$ cat config.mk
export PLATFORM = sky130hd
export DESIGN_NAME = ser_m2n
export DESIGN_NICKNAME = d
export VERILOG_FILES = /design/src/rtl/ser_pkg.sv /design/src/rtl/ser_beat_cnt.sv /design/src/rtl/ser_m2n.sv
export SDC_FILE = /design/constraint.sdc
export NUM_CORES = 1
export LEC_CHECK = 0
export ABC_AREA = 0
export CORE_MARGIN = 1.5
export CORE_UTILIZATION = 40
export DETAILED_ROUTE_END_ITERATION = 10
export PLACE_DENSITY = 0.68
export SYNTH_ARGS = -nofsm -noshare
export SYNTH_HDL_FRONTEND = slang
export SYNTH_SLANG_ARGS = --single-unit
$ cat constraint.sdc
create_clock -name clk -period 1.75 [get_ports clk]
set_input_delay 0.2625 -clock clk [delete_from_list [all_inputs] [get_ports clk]]
set_output_delay 0.2625 -clock clk [all_outputs]
set_load 0.02 [all_outputs]
$ cat src/rtl/ser_pkg.sv
// Shared definitions for the SERDES serializer/deserializer pair:
// FSM state encoding and the beat-count helpers both sides derive widths from.
package ser_pkg;

  typedef enum logic {
    IDLE  = 1'b0,
    SHIFT = 1'b1
  } ser_state_t;

  // Number of n-bit beats needed to carry an m-bit word (ceiling division).
  function automatic int beats_f(input int n, input int m);
    return (m + n - 1) / n;
  endfunction

  // Width of a counter that spans 0..beats-1, never narrower than one bit.
  function automatic int cnt_width_f(input int beats);
    return (beats > 1) ? $clog2(beats) : 1;
  endfunction

endpackage

$ cat src/rtl/ser_beat_cnt.sv
// Loadable down-counter tracking how many beats of the current word remain
// after the one on the wire. Flags mark the first and last beat of a word.
module ser_beat_cnt #(
  parameter int BEATS = 8,
  parameter int CW    = 3
) (
  input  logic          clk,
  input  logic          rst,
  input  logic          load,
  input  logic          dec,
  output logic [CW-1:0] value,
  output logic          is_first,
  output logic          is_last
);

  localparam logic [CW-1:0] LAST_V = CW'(BEATS - 1);
  localparam logic [CW-1:0] ZERO_V = {CW{1'b0}};
  localparam logic [CW-1:0] ONE_V  = CW'(1);

  logic [CW-1:0] value_r;

  // Beat counter: load restarts a word, dec steps toward the last beat.
  always_ff @(posedge clk or posedge rst) begin
    if (rst) begin
      value_r <= ZERO_V;
    end else if (load) begin
      value_r <= LAST_V;
    end else if (dec && (value_r != ZERO_V)) begin
      value_r <= value_r - ONE_V;
    end else begin
      value_r <= value_r;
    end
  end

  assign value    = value_r;
  assign is_first = (value_r == LAST_V);
  assign is_last  = (value_r == ZERO_V);

endmodule

$ cat src/rtl/ser_m2n.sv
// M-to-N parallel-to-serial converter. Takes an M-bit word over valid/ready
// and emits it least-significant chunk first as ceil(M/N) beats of N bits,
// paced by tx_en from the downstream link. Back-to-back words need no bubble.
module ser_m2n
  import ser_pkg::*;
#(
  parameter int N = 1,
  parameter int M = 8
) (
  input  logic         clk,
  input  logic         rst,
  input  logic [M-1:0] in_data,
  input  logic         in_valid,
  output logic         in_ready,
  input  logic         tx_en,
  output logic [N-1:0] tx,
  output logic         tx_valid,
  output logic         tx_sof,
  output logic         tx_eof,
  output logic         busy
);

  localparam int BEATS = beats_f(N, M);
  localparam int CW    = cnt_width_f(BEATS);
  localparam int BW    = BEATS * N;

  ser_state_t    state_r;
  ser_state_t    next_state_s;
  logic [BW-1:0] buf_r;
  logic [BW-1:0] load_word_s;
  logic [CW-1:0] cnt_s;
  logic          is_first_s;
  logic          is_last_s;
  logic          load_s;
  logic          shift_s;
  logic          in_ready_s;

  ser_beat_cnt #(
    .BEATS (BEATS),
    .CW    (CW)
  ) u_cnt (
    .clk      (clk),
    .rst      (rst),
    .load     (load_s),
    .dec      (shift_s),
    .value    (cnt_s),
    .is_first (is_first_s),
    .is_last  (is_last_s)
  );

  // Place the incoming word in the low bits with zero padding above it.
  always_comb begin
    load_word_s          = {BW{1'b0}};
    load_word_s[M-1:0]   = in_data;
  end

  // Next-state and handshake decode; reload on the last beat keeps frames gapless.
  always_comb begin
    next_state_s = state_r;
    load_s       = 1'b0;
    shift_s      = 1'b0;
    in_ready_s   = 1'b0;
    case (state_r)
      IDLE: begin
        in_ready_s = 1'b1;
        if (in_valid) begin
          load_s       = 1'b1;
          next_state_s = SHIFT;
        end else begin
          next_state_s = IDLE;
        end
      end
      SHIFT: begin
        if (tx_en) begin
          if (is_last_s) begin
            in_ready_s = 1'b1;
            if (in_valid) begin
              load_s       = 1'b1;
              next_state_s = SHIFT;
            end else begin
              next_state_s = IDLE;
            end
          end else begin
            shift_s      = 1'b1;
            next_state_s = SHIFT;
          end
        end else begin
          next_state_s = SHIFT;
        end
      end
      default: begin
        next_state_s = IDLE;
      end
    endcase
  end

  // FSM state register; reset aborts any frame in flight.
  always_ff @(posedge clk or posedge rst) begin
    if (rst) begin
      state_r <= IDLE;
    end else begin
      state_r <= next_state_s;
    end
  end

  // Shift buffer: the low N bits are the beat on the wire, so tx is registered.
  always_ff @(posedge clk or posedge rst) begin
    if (rst) begin
      buf_r <= {BW{1'b0}};
    end else if (load_s) begin
      buf_r <= load_word_s;
    end else if (shift_s) begin
      buf_r <= buf_r >> N;
    end else begin
      buf_r <= buf_r;
    end
  end

  assign tx       = buf_r[N-1:0];
  assign tx_valid = (state_r == SHIFT);
  assign tx_sof   = tx_valid & is_first_s;
  assign tx_eof   = tx_valid & is_last_s;
  assign busy     = tx_valid;
  assign in_ready = in_ready_s & ~rst;

endmodule

==> impl_metrics.ini <==
[clock_network]
cts_hold_buffers = 0
cts_tree = done
cts_max_path_buffers = 2
htreeDepth = 1
numCtsBuffers = 3
cts.sinks = 12
clk_latency_ns = 0.27
root_buffer = clkbuf_4
cts.clk_slew.worst_paths_ns = 0.08

[placed_design]
dp.cells = 104
post-place-ws_ns = -0.208
routabilityCongestion = 0.891
portBuffers = 17
hpwlAfterDp_um = 1210

[critical_path]
critPathKind = reg -> out
path_delay_family = buffers and inverters
start_kind = flip-flop
path_depth = 1
r2r_start = u_cnt.value[1]
arrival_ns = 1.39
cp.required_ns = 1.49
cp_max_fo = 8
crit_chain = clkdlybuf4s50_1
critPathMaxStageDelay_ns = 0.65
ff2ff_path_depth = 6
worstSetupStartpoint = busy
path_buf_inv = 1
end_kind = output pin
crit_slowest_cell = clkdlybuf4s50_1

[global_routing]
grt_pass1_vias = 627
grt_usage_pct = 20.3
grt_max_degree = 13
grt_pass1_wl_um = 2790
globalRouteOverflowTotal = 0
antenna_found_initial = 0

[floorplan]
initial_core_util_pct = 43.8
rows = 14
die_x_um = 44.3
core-area_um2 = 1560
die-area_um2 = 1960
io_pins = 18
die_height_um = 44.3

[min_path]
hold_path_class = in -> async

[synth]
synth_nets = 83
async_flop_share_pct = 100
yosys_warnings = 0
ys_seq_elements = 12
synth_edf_count = 0
synth_cell_types = 27
synthTopCellsByArea = dfrtp_1, a221o_1, and3_1, ha_1, o21ai_0
ys_seq_area_share_pct = 44.0
synth_cells = 68
synthFlopType = dfrtp_1
netlist_area_um2 = 683
synth_most_common_cell = dfrtp_1
avgSynthCellArea_um2 = 10.0
synth_common_cells = dfrtp_1, and3_1, inv_1, o21ai_0
synth_top_area_share_pct = 44.0
yosysTopAreaCell = dfrtp_1

[final_layout]
final_nets = 108
drive_gt1_share_pct = 18.7
layout-area-overhead-vs-synth_pct = 32.4
diodes = 0
fillers = 142
final_cell_count_no_fill = 107

[route]
via_count = 606
vias_per_cell = 5.66
first_pass_iters = 8
wl_per_cell_um = 15.3
wl_um = 1640
drc = 3
final_antenna_net_count = 0
drt_iter0_drc = 16

[sta]
maxSlewHeadroom_pct = 69.9
rsz0062_at_grt = false
fin_setup_tns_ns = 0
final.setup_skew_ns = 0.0147
layout_setup_ws_ns = 0.0934
post-route-period-util_pct = 94.7
hold_viol = 0
worstMarginPinSlew_ns = 0.451
max_freq_mhz = 604
period_needed_ns = 1.66
setup_viol_count_final = 0
finalMaxSlewViolations = 0
hold-worst-slack_ns = 0.320

[run]
drv_cap = 0

[power]
power_leakage_nw = 0.436
vdd_drop_max_uv = 796
p_per_area_nw_per_um2 = 1420

[outcome]
status = finished with violations
violations = DRC
==> registers in the layout (all words and copies together) (netlist names) <==
name and cells:
buf_r 8, busy 1, u_cnt.value 3
==> cells in the final DEF (no fill, tap or decap), drive strengths merged, types with 3 or more instances in the layout <==
cell	count
dfrtp	12
nand3	5
ha	3
a221o	5
inv	6
clkbuf	4
and3	6
o21ai	10
clkdlybuf4s50	14
buf	8
==> per-layer routing <==
| layer | routed length (um) | part of all wire (%) | track usage [%] |
|---|---|---|---|
| met1 | 769 | 47 | 24.9 |
| met2 | 738 | 45 | 31.8 |
| met3 | 113 | 6.9 | 8.16 |
| met4 | 18 | 1.1 | 8.48 |
| met5 | 0 | 0 | 0 |
==> timing repair <==
item	CTS	global route
pin swaps	0	0
resized for setup	7	2
endpoints found under the hold margin	0	0
endpoints found under the setup margin	3	1
buffers inserted	0	0
gates cloned	0	0
==> metrics by stage <==
step,power [mW],utilization (%),instance area (um2)
6_report,1.29,58.0,905
5_1_grt,1.40,58.0,905
4_1_cts,1.30,58.3,908
3_5_place_dp,1.14,57.1,891
3_3_place_gp,1.12,57.1,891
2_1_floorplan,0.866,-,683
==> power breakdown <==
group,leakage (nW),switching [mW],internal (mW)
Combinational,0.274,0.330,0.334
Sequential,0.149,0.0709,0.391
Clock,0.0138,0.0829,0.0793
==> worst paths after layout <==
path | slack, ns | end
min in group clk | 0.51 | buf_r[5]
setup / recovery | 0.09 | busy
hold reg to reg | 0.51 | buf_r[5]
hold / removal | 0.32 | u_cnt.value[2]
max in group asynchronous | 1.10 | u_cnt.value[1]
setup reg to reg | 0.24 | buf_r[6]
==> area by class of cell <==
cell class                      count  area [um2]  share of cell area [%]
Tap cell                           16        20.0                    2.21
Timing Repair Buffer               24         211                    23.4
Clock buffer                        3        22.5                    2.49
Inverter                            6        22.5                    2.49
Multi-Input combinational cell     46         328                    36.2
Sequential cell                    12         300                    33.2
==> cell families after synthesis <==
kind of cell               count (synthesis)  share of synthesized area (%)
muxes                                      1                           1.65
DFF                                       12                           44.0
adders and majority gates                  3                           5.50
and+or+nand+nor                           19                           16.9
buffers and inverters                     10                           8.42
AOI/OAI and AO/OA                         23                           23.6
No activity file was read; power rests on OpenSTA's default activity.
